$ cat src/rtl/pcie_phy_pkg.sv
// rtl/pcie_phy_pkg.sv - shared lane symbols, arbiter state encoding and lane word helpers
// Purpose: constants and helpers shared by lane_pkt_arbiter and skp_timer.
// Ports: none (package).
package pcie_phy_pkg;

  // One lane word is {valid, byte}.
  localparam int LANE_W = 9;
  typedef logic [LANE_W-1:0] lane_word_t;

  // K-symbols making up a SKP ordered set: one COM followed by SKP symbols.
  localparam logic [7:0] K_COM = 8'hBC;
  localparam logic [7:0] K_SKP = 8'h1C;

  // Ordered-set length in cycles and the index of its final cycle.
  localparam int         SKP_LEN  = 4;
  localparam logic [1:0] SKP_LAST = 2'(SKP_LEN - 1);

  // Arbiter FSM encoding.
  localparam logic [1:0] ST_IDLE = 2'd0;
  localparam logic [1:0] ST_PKT0 = 2'd1;
  localparam logic [1:0] ST_PKT1 = 2'd2;
  localparam logic [1:0] ST_SKP  = 2'd3;

  // Builds a valid lane word carrying the given symbol.
  function automatic lane_word_t lane_word(input logic [7:0] sym);
    return {1'b1, sym};
  endfunction

endpackage

$ cat src/rtl/skp_timer.sv
// rtl/skp_timer.sv - free-running SKP interval timer with sticky pending flag
// Purpose: counts cycles since the last SKP ordered set and raises pending once
//   SKP_INTERVAL-1 is reached; the count then holds until the arbiter clears it.
// Ports:
//   clk      in  clock
//   reset    in  synchronous, active-low
//   clear    in  arbiter is entering SKP: restart count at 0, drop pending
//   pending  out an ordered set is owed at the next idle slot
module skp_timer #(
  parameter int SKP_INTERVAL = 1180
) (
  input  logic clk,
  input  logic reset,
  input  logic clear,
  output logic pending
);

  localparam int            CW      = $clog2(SKP_INTERVAL);
  localparam logic [CW-1:0] LAST    = CW'(SKP_INTERVAL - 1);
  localparam logic [CW-1:0] LAST_M1 = CW'(SKP_INTERVAL - 2);

  logic [CW-1:0] count;

  always_ff @(posedge clk) begin
    if (!reset) begin
      count   <= '0;
      pending <= 1'b0;
    end else if (clear) begin
      count   <= '0;
      pending <= 1'b0;
    end else if (count != LAST) begin
      // Pending rises on the same edge the count saturates, then stays
      // set because this branch is no longer taken.
      count   <= count + 1'b1;
      pending <= (count == LAST_M1);
    end
  end

endmodule

$ cat src/rtl/lane_pkt_arbiter.sv
// rtl/lane_pkt_arbiter.sv - packet round-robin arbiter for the 2-lane transmit path with SKP insertion
// Purpose: grants whole packets alternately to two requesters, inserts SKP ordered
//   sets between packets when the timer asks, and registers the lane outputs.
// Ports:
//   clk, reset               clock, synchronous active-low reset
//   req0_valid/ready         requester 0 beat handshake
//   req0_lane0/lane1         requester 0 lane words {valid,byte}
//   req0_eop                 requester 0 last beat of packet
//   req1_*                   same set for requester 1
//   out_lane0/lane1          registered lane words to the PHY
//   grant                    one-hot owner, 01 = req0, 10 = req1
//   skp_active               SKP ordered set on the outputs
//   err_overlong             pulse with the beat that hit MAX_BEATS without eop
module lane_pkt_arbiter
  import pcie_phy_pkg::*;
#(
  parameter int SKP_INTERVAL = 1180,
  parameter int MAX_BEATS    = 256
) (
  input  logic              clk,
  input  logic              reset,
  input  logic              req0_valid,
  output logic              req0_ready,
  input  logic [LANE_W-1:0] req0_lane0,
  input  logic [LANE_W-1:0] req0_lane1,
  input  logic              req0_eop,
  input  logic              req1_valid,
  output logic              req1_ready,
  input  logic [LANE_W-1:0] req1_lane0,
  input  logic [LANE_W-1:0] req1_lane1,
  input  logic              req1_eop,
  output logic [LANE_W-1:0] out_lane0,
  output logic [LANE_W-1:0] out_lane1,
  output logic [1:0]        grant,
  output logic              skp_active,
  output logic              err_overlong
);

  localparam int               CNT_W   = $clog2(MAX_BEATS + 1);
  localparam logic [CNT_W-1:0] CNT_MAX = CNT_W'(MAX_BEATS);

  logic [1:0]        state, state_next;
  logic              last_grant, last_grant_next;
  logic [CNT_W-1:0]  beat_count, beat_count_next, beat_inc;
  logic [1:0]        skp_idx, skp_idx_next;
  logic [LANE_W-1:0] lane0_next, lane1_next;
  logic              err_next;
  logic              skp_clear, skp_pending;

  // Signals of whichever requester currently owns the datapath.
  logic              own_id;
  logic              own_valid, own_eop;
  logic [LANE_W-1:0] own_lane0, own_lane1;

  skp_timer #(
    .SKP_INTERVAL(SKP_INTERVAL)
  ) u_skp_timer (
    .clk     (clk),
    .reset   (reset),
    .clear   (skp_clear),
    .pending (skp_pending)
  );

  assign req0_ready = (state == ST_PKT0);
  assign req1_ready = (state == ST_PKT1);

  assign own_id    = (state == ST_PKT1);
  assign own_valid = own_id ? req1_valid : req0_valid;
  assign own_eop   = own_id ? req1_eop   : req0_eop;
  assign own_lane0 = own_id ? req1_lane0 : req0_lane0;
  assign own_lane1 = own_id ? req1_lane1 : req0_lane1;
  assign beat_inc  = beat_count + 1'b1;

  always_comb begin
    state_next      = state;
    last_grant_next = last_grant;
    beat_count_next = beat_count;
    skp_idx_next    = skp_idx;
    lane0_next      = '0;
    lane1_next      = '0;
    err_next        = 1'b0;
    skp_clear       = 1'b0;

    case (state)
      ST_IDLE: begin
        if (skp_pending) begin
          state_next   = ST_SKP;
          skp_idx_next = '0;
          skp_clear    = 1'b1;
          lane0_next   = lane_word(K_COM);
          lane1_next   = lane_word(K_COM);
        end else if (last_grant) begin
          // req1 went last, so req0 gets first look.
          if (req0_valid)      state_next = ST_PKT0;
          else if (req1_valid) state_next = ST_PKT1;
        end else begin
          if (req1_valid)      state_next = ST_PKT1;
          else if (req0_valid) state_next = ST_PKT0;
        end
      end

      ST_PKT0, ST_PKT1: begin
        // No beat this cycle: ownership is kept and zero words go out.
        if (own_valid) begin
          lane0_next      = own_lane0;
          lane1_next      = own_lane1;
          beat_count_next = beat_inc;
          if (own_eop || (beat_inc == CNT_MAX)) begin
            state_next      = ST_IDLE;
            last_grant_next = own_id;
            beat_count_next = '0;
            err_next        = !own_eop;
          end
        end
      end

      default: begin
        if (skp_idx == SKP_LAST) begin
          state_next = ST_IDLE;
        end else begin
          skp_idx_next = skp_idx + 1'b1;
          lane0_next   = lane_word(K_SKP);
          lane1_next   = lane_word(K_SKP);
        end
      end
    endcase
  end

  // grant and skp_active follow the next state so they line up with the
  // cycle in which the state (and therefore ready) is live.
  always_ff @(posedge clk) begin
    if (!reset) begin
      state        <= ST_IDLE;
      last_grant   <= 1'b1;
      beat_count   <= '0;
      skp_idx      <= '0;
      out_lane0    <= '0;
      out_lane1    <= '0;
      grant        <= 2'b00;
      skp_active   <= 1'b0;
      err_overlong <= 1'b0;
    end else begin
      state        <= state_next;
      last_grant   <= last_grant_next;
      beat_count   <= beat_count_next;
      skp_idx      <= skp_idx_next;
      out_lane0    <= lane0_next;
      out_lane1    <= lane1_next;
      grant        <= {state_next == ST_PKT1, state_next == ST_PKT0};
      skp_active   <= (state_next == ST_SKP);
      err_overlong <= err_next;
    end
  end

endmodule

$ cat config.mk
export PLATFORM = sky130hd
export DESIGN_NAME = lane_pkt_arbiter
export DESIGN_NICKNAME = d
export VERILOG_FILES = /design/src/rtl/pcie_phy_pkg.sv /design/src/rtl/skp_timer.sv /design/src/rtl/lane_pkt_arbiter.sv
export SDC_FILE = /design/constraint.sdc
export NUM_CORES = 1
export LEC_CHECK = 0
export ABC_AREA = 1
export CORE_MARGIN = 5
export CORE_UTILIZATION = 40
export CTS_CLUSTER_DIAMETER = 150
export DETAILED_ROUTE_END_ITERATION = 12
export PLACE_DENSITY_LB_ADDON = 0.08
export SETUP_SLACK_MARGIN = 0.5
export SYNTH_ARGS = -nofsm -noshare
export SYNTH_HDL_FRONTEND = slang
export SYNTH_SLANG_ARGS = --single-unit
$ cat constraint.sdc
create_clock -name clk -period 2.5 [get_ports clk]
set_input_delay 0.25 -clock clk [delete_from_list [all_inputs] [get_ports clk]]
set_output_delay 0.25 -clock clk [all_outputs]
set_load 0.03 [all_outputs]
==> Word-level counts from Yosys, hierarchy flattened <==
Index checks and enable logic that the tools add are counted.
{ "word_totals": {"inputBits": 42, "output_inout_bits": 24, "reg_bits": 48, "wordCells": 62} }
{ "op_classes": {"n_eq_ne": 11, "n_mux": 26, "n_bitwise": 2, "n_addsub": 3, "reduce_logical": 9} }
{ "op_table": {"columns": ["operator", "count"], "rows": [
  ["9-bit 2-to-1 mux", 7],
  ["9-bit one-hot mux with 2 select lines", 2],
  ["2-bit 2-to-1 mux", 11],
  ["11-bit by 1-bit adder with 11-bit output (second input constant)", 1],
  ["11-bit == test (second input constant)", 1],
  ["11-bit inequality test (second input constant)", 1],
  ["9-bit by 1-bit adder with 9-bit output (second input constant)", 1],
  ["9-bit == test (second input constant)", 1],
  ["2-bit == test (second input constant)", 4],
  ["2-bit one-hot mux with 2 select lines", 2],
  ["3-bit AND reduction", 2],
  ["2-bit by 1-bit == test with 1-bit output (second input constant)", 2],
  ["1-bit 2-to-1 mux", 4],
  ["2-bit by 1-bit inequality test with 1-bit output (second input constant)", 2],
  ["4-bit AND reduction", 1],
  ["2-bit OR reduction", 2],
  ["2-bit by 1-bit adder with 2-bit output (second input constant)", 1],
  ["2-bit logical NOT", 1],
  ["1-bit NOT", 2],
  ["2-bit AND reduction", 1],
  ["1-bit logical NOT", 1],
  ["1-bit logical OR", 1]
]} }

==> Logic depth before layout (Yosys ltp) <==
Gate-level depths: netlist (run 1).
{ "depth": {"depth_word": 7, "mapped_depth": 16, "depth_no_buf": 16} }

==> Modules after synthesis <==
Synthesis (run 1) repeated with hierarchy kept, for this count alone.
{ "unflattened": {"cells_unflattened": 366, "hier_area_um2": 2439.8} }
{ "modules_own_cells": {"columns": ["module", "seq_area_each_um2", "n_inst", "cells_per_inst", "area_per_inst_um2"], "rows": [
  ["lane_pkt_arbiter", 720.7, 1, 265, 1788.0],
  ["skp_timer", 240.2, 1, 101, 651.9]
]} }

==> Worst setup path before layout (run 1) <==
Ideal clock, no wire load.
{ "synth_timing": {"path_type": "reg2reg", "from": "reg state[0]", "to": "reg beat_count[4]", "n_path_buf": 1, "path_slack_ns": 0.634, "setup_ns": 0.091, "synth_period_minus_slack_ns": 1.866, "stages_incl_launch_ff": 9, "t_required_ns": 2.409, "t_arrival_ns": 1.776, "cell_sequence": "dfxtp_1 > inv_1 > ha_1 > o21ai_0 > nand2_1 > inv_1 > buf_4 > nor2_1 > a311oi_1"} }
{ "synth_via": {"elab_chain_len": 4, "elab_cells_between_ends": 8, "classes_between": "2 x eq/ne; 3 x mux; 3 x reduce/logical"} }
{ "synth_lines": {"columns": ["element", "line_no", "rtl"], "rows": [
  ["start, declared", "lane_pkt_arbiter.sv:42", "logic [1:0] state, state_next;"],
  ["start signal, assigned", "lane_pkt_arbiter.sv:143", "state <= state_next;"],
  ["2-bit == test *", null, null],
  ["named net req1_ready", "lane_pkt_arbiter.sv:28", "output logic req1_ready,"],
  ["1-bit 2-to-1 mux", "lane_pkt_arbiter.sv:69", "assign own_eop = own_id ? req1_eop : req0_eop;"],
  ["1-bit logical OR", "lane_pkt_arbiter.sv:108", "if (own_eop || (beat_inc == CNT_MAX)) begin"],
  ["9-bit 2-to-1 mux", "lane_pkt_arbiter.sv:108", null],
  ["end signal, assigned", "lane_pkt_arbiter.sv:145", "beat_count <= beat_count_next;"],
  ["end, declared", "lane_pkt_arbiter.sv:44", "logic [CNT_W-1:0] beat_count, beat_count_next, beat_inc;"]
]} }
The timed path passes the listed nets; every way through them passes the cells marked *.
A chain may end at the register's enable or synchronous reset.

==> Worst setup path in the final report (run 1) <==
{ "layout_timing": {"from": "reg state[1]", "to": "out req0_ready"} }
{ "layout_via": {"elab_chain_len": 1} }
{ "layout_lines": {"columns": ["element", "line_no", "rtl"], "rows": [
  ["2-bit by 1-bit == test with 1-bit output", "lane_pkt_arbiter.sv:64", "assign req0_ready = (state == ST_PKT0);"],
  ["end, declared", "lane_pkt_arbiter.sv:23", "output logic req0_ready,"]
]} }
No other way between the ends.

==> results of run 1 <==
synthesized netlist by cell type, drive strengths merged (2+ instances only):
| library cell | instances | area, sq um |
|---|---|---|
| nand2 | 103 | 404 |
| dfxtp | 48 | 961 |
| inv | 37 | 139 |
| nor2 | 32 | 133 |
| a21oi | 29 | 145 |
| o21ai | 19 | 95.1 |
| nand3 | 10 | 50.1 |
| ha | 8 | 100 |
| buf | 5 | 26.3 |
| a211oi | 4 | 30.0 |
| nor3 | 4 | 20.0 |
| a31oi | 3 | 18.8 |
| nand3b | 3 | 22.5 |
| xor2 | 3 | 26.3 |
| clkbuf | 2 | 7.51 |
| nand4 | 2 | 12.5 |
| nor4 | 2 | 12.5 |
| or2 | 2 | 12.5 |
worst min-delay path, cell delays in order, from the launching register on:
cell and delay (ns):
dfxtp_1 0.33, nand2_1 0.06, a21oi_1 0.05
state kept, by name (all words and copies together) (netlist names):
name	cells
state	2
skp_idx	2
u_skp_timer.count	11
u_skp_timer.pending	1
beat_count	9
out_lane1	9
last_grant	1
err_overlong	1
grant	2
out_lane0	9
skp_active	1
cell families after synthesis:
family | count (synthesis)
and+or+nand+nor | 159
buffers and inverters | 45
muxes | 1
adders and majority gates | 8
AOI/OAI and AO/OA | 61
DFF | 48
xor gates and xnor gates | 3
worst max path at each step:
stage / slack [ns] / from / endpoint / cells after the start
floorplan: 0.63 / state[0] / beat_count[4] / 8
global placement: 0.51 / state[0] / out_lane0[3] / 8
detailed placement: 0.43 / state[0] / out_lane0[2] / 8
CTS: 0.53 / state[0] / u_skp_timer.count[9] / 7
global route: 0.47 / state[1] / u_skp_timer.count[9] / 7
finish: 0.66 / state[1] / req0_ready / 3
routing by layer:
layer	global-route usage	vias up	routed length, um
met5	0	-	0
met4	0.0475	0	71
met3	0.0317	6	330
met2	0.266	50	2730
met1	0.216	981	2720
li1	-	1188	-
power by group:
group	internal [mW]	switching (mW)
Clock	0.221	0.265
Combinational	0.191	0.234
Sequential	0.817	0.0373
final cells by class:
type                            count  area (sq um)
Timing Repair Buffer               71           698
Fill cell                         528          2380
Clock buffer                        6          82.6
Tap cell                           72          90.1
Inverter                           38           145
Clock inverter                      2          10.0
Multi-Input combinational cell    232          1170
Sequential cell                    48           963
what timing repair did:
action	in CTS	in global routing
hold buffers	0	0
gates resized for setup	3	10
setup endpoints to repair	12	22
cloned	0	0
buffers inserted	0	2
pin swaps	0	1
==> impl_metrics.yaml, run 1 <==
placement:
  io_buffer_count: 65
  gp_congestion: 0.912
  place_area_sq_um: 3020
  post-dp-hpwl_mm: 4.39
  place_ws_ns: 0.425
  dpl.cell_count: 459
global_routing:
  grt_pass1_wl_mm: 9.66
  first_global_vias: 2062
  grt_usage: 0.162
  globalRoute.totalOverflow: 0
  grt_max_degree: 20
  antenna_found_initial: 0
logic_synthesis:
  async_flop_share: 0
  synth_fa_ha_area_frac: 0.0438
  synth-xor-area-share: 0.0115
  muxShareOfSynthArea: 0.00438
  ys_seq_elements: 48
  synth_edf_count: 0
  synth_compound_area_frac: 0.148
  syn_avg_cell_area_sq_um: 7.03
  synth_top_flop_cell: "dfxtp_1"
  yosysWarnings: 0
  synthesis.nets: 375
  ys_types: 34
  yosysSeqAreaShare: 0.420
  synth_cells: 325
  synth_top_family_by_area: "simple AND/OR/NAND/NOR gates"
  yosys.area_share.simple: 0.295
  syn-cell-area_sq_um: 2290
final_layout:
  final_util: 0.571
  final_cell_mix: "98 x nand2_1, 64 x clkdlybuf4s50_1, 46 x dfxtp_1"
  fin_cells: 469
  final_common_cell: "nand2_1"
  syn_to_final_growth_pct: 38.4
  drive_gt1_frac: 0.0831
  final_nets: 446
  design_area_sq_um: 3160
  diodes: 0
hold_path:
  min_to: "skp_idx[1]"
  min_from: "skp_idx[1]"
  hp-class: "flip-flop to flip-flop"
  min_path_cells: 2
timing:
  skew_ns: 0.00813
  setup_tns_ns: 0
  slew_headroom: 0.766
  whs_ns: 0.482
  setup_violations: 0
  period_needed_ns: 1.84
  period_share: 0.737
  max_freq_ghz: 0.543
  rsz0062_at_grt: "yes"
  final_max_slew_viol_count: 0
  worst_slack_ns: 0.658
  finalHoldViolCount: 0
  tightest_slew_ns: 0.349
floorplanning:
  die_x_um: 85.6
  rows: 27
  fp.dieH_um: 85.6
  start_util: 0.413
  dieArea_sq_um: 7330
  io_pins: 66
  core_area_sq_um: 5540
critical_path:
  timing.rr.end: "u_skp_timer.count[9]"
  worstPathArrival_ns: 1.59
  crit_path_end_kind: "output pin"
  crit_required_ns: 2.25
  r2r_slack_ns: 0.66
  max_stage_delay_ns: 0.66
  path_class: "flip-flop to output pin"
  crit_family: "buffers and inverters"
  cp-start-kind: "flip-flop"
  crit_buf_inv: 2
  crit_chain: "inv_1 > ha_1 > clkdlybuf4s50_1"
  r2r_cells: 7
  rr_startpoint: "state[1]"
  slowest_stage: "clkdlybuf4s50_1"
  crit_fanout: 5
drt:
  ant_nets: 0
  detail_route.wl_per_cell_um: 12.5
  drt_pass1_iterations: 4
  drc: 0
  vias: 2225
  wl_mm: 5.85
  first_iter_violations: 107
  viasPerCell: 4.74
clock_network:
  htree_levels: 2
  numCtsBuffers: 5
  clk_path_buf_depth: 2
  clock_latency_ns: 0.30
  clockRootBuffer: "clkbuf_8"
  cts.sink_count: 48
  cts_tree: "built"
  path_clk_slew_ns: 0.09
outcome:
  status: "completed"
pwr:
  power_mw: 1.76
  pwr_density_cell_nw_per_um2: 558
  p_leak_nw: 1.34
  max-vdd-ir-drop_uv: 384
flow_run:
  maxCapViolations: 0
Power figures use the tool's default switching activity.
==> inputs of run 2 (changes only) <==
- clock period: 2.5 -> 1.9 ns (I/O delays scaled with it)
==> run 2 against run 1 <==
  * Total power up 42%
  * Final cell count up 6.2%
  * Register-to-register slack worse by 0.44 ns
  * First-iteration DRC count down 0.93%
  * Sequential share of layout area down 3.8 points
  * Clock skew down 0.0043 ns
  * Via count up 11%
==> impl_metrics.yaml, run 2 (synthesis results as in run 1) <==
floorplanning:
  die_x_um: 85.6
  dieArea_sq_um: 7330
  io_pins: 66
  start_util: 0.413
  fp.dieH_um: 85.6
  core_area_sq_um: 5540
  rows: 27
drt:
  vias: 2467
  viasPerCell: 4.95
  drt_pass1_iterations: 4
  detail_route.wl_per_cell_um: 13.8
  drc: 0
  first_iter_violations: 106
  wl_mm: 6.88
  ant_nets: 0
global_routing:
  globalRoute.totalOverflow: 0
  grt_pass1_wl_mm: 10.4
  grt_usage: 0.176
  grt_max_degree: 20
  antenna_found_initial: 0
  first_global_vias: 2220
placement:
  post-dp-hpwl_mm: 4.46
  dpl.cell_count: 460
  place_ws_ns: 0.191
  io_buffer_count: 65
  gp_congestion: 0.904
  place_area_sq_um: 3130
critical_path:
  slowest_stage: "dfxtp_4"
  worstPathArrival_ns: 1.90
  r2r_cells: 13
  path_class: "flip-flop to flip-flop"
  crit_path_frequent_cell: "nand2_1"
  crit_chain: "ha_4 > nand2_4 > nor2_4 > nand2_1 > nand2_1 > nand2_2 > nor2_1 > nand3_1 > nand2_2 > nand2_1 > nand2_4 > nor2_1 > a31oi_1"
  max_stage_delay_ns: 0.37
  crit_fanout: 9
  crit_path_end_kind: "flip-flop"
  crit_required_ns: 2.12
  cp-start-kind: "flip-flop"
timing:
  tightest_slew_ns: 0.347
  max_freq_ghz: 0.596
  setup_violations: 0
  rsz0062_at_grt: "yes"
  slew_headroom: 0.769
  finalHoldViolCount: 0
  worst_slack_ns: 0.222
  skew_ns: 0.00378
  setup_tns_ns: 0
  final_max_slew_viol_count: 0
  period_share: 0.883
  period_needed_ns: 1.68
clock_network:
  path_clk_slew_ns: 0.09
  clockRootBuffer: "clkbuf_8"
  clock_latency_ns: 0.30
  holdBufCountCts: 0
  cts_tree: "built"
  numCtsBuffers: 5
  htree_levels: 2
  cts.sink_count: 48
  clk_path_buf_depth: 2
final_layout:
  diodes: 0
  drive_gt1_frac: 0.289
  design_area_sq_um: 3720
  largest_register_ffs: 11
  fin_cells: 498
  syn_to_final_growth_pct: 62.9
  final_cell_mix: "87 x nand2_1, 41 x clkdlybuf4s50_1, 36 x dfxtp_1"
  fillers: 474
  top_register: "u_skp_timer.count"
  final_nets: 475
  final_common_cell: "nand2_1"
outcome:
  status: "completed"
flow_run:
  maxCapViolations: 0
pwr:
  p_leak_nw: 1.66
  max-vdd-ir-drop_uv: 384
  pwr_density_cell_nw_per_um2: 673
  power_mw: 2.51
hold_path:
  min_path_cells: 3
  hp-class: "input pin to flip-flop"
## run 2: changes by cell type in the layout (fill, tap and decap cells not counted), moves of 6 or more
cell and change:
a21oi_1 -8, inv_1 -7, clkdlybuf4s50_1 -23, o21ai_0 -7, dfxtp_1 -10, nor2_1 -6, a21oi_2 +7, dlygate4sd2_1 +21
nand2_1 -11, dfxtp_4 +6, buf_4 +22, nand2_2 +7
## run 2: worst paths after layout
| path | start | endpoint | slack, ns |
|---|---|---|---|
| hold reg to reg | skp_idx[1] | skp_idx[1] | 0.48 |
| hold / removal | req0_lane1[0] | out_lane1[0] | 0.44 |
| setup / recovery | beat_count[1] | last_grant | 0.22 |
| setup reg to reg | beat_count[1] | last_grant | 0.22 |
## run 2: critical path: cells and delay by family (launching register included)
family / cells / cell delay, ns
AOI/OAI and AO/OA: 1 / 0.14
adders and majority gates: 1 / 0.16
DFF: 1 / 0.37
and+or+nand+nor: 11 / 0.92
## run 2: per-stage QoR
step	hold slack, ns	utilization
global placement	0.462	0.565
finish	0.437	0.672
global route	0.434	0.672
floorplan	0.335	-
CTS	0.425	0.596
detailed placement	0.467	0.565
## run 2: cell type report
cell class	instances	area [sq um]	area share
clock buffer	6	82.6	0.0222
clock inverter	2	10.0	0.00269
inverter	38	173	0.0464
multi-input combinational	232	1430	0.383
sequential	48	991	0.266
tap	72	90.1	0.0242
timing repair buffer	100	951	0.255
## run 2: repair_timing
item | in CTS | in global routing
buffers inserted | 8 | 20
resized for setup | 47 | 71
gates cloned | 0 | 2
pin swaps | 9 | 28
hold endpoints to repair | 0 | 0
setup endpoints to repair | 66 | 46
## run 2: routing by layer
layer,share of wire,vias to the layer above,wire length [um],global-route usage
li1,-,1248,-,-
met1,0.46,1126,3160,0.238
met2,0.47,76,3220,0.272
met3,0.053,17,363,0.0471
met4,0.019,0,134,0.0590
met5,0,-,0,0
## run 2: report_power, final
group	switching [mW]	internal, mW	total, mW
logic	0.393	0.361	0.754
clock network	0.335	0.291	0.626
registers	0.0501	1.08	1.13
total	0.779	1.73	2.51
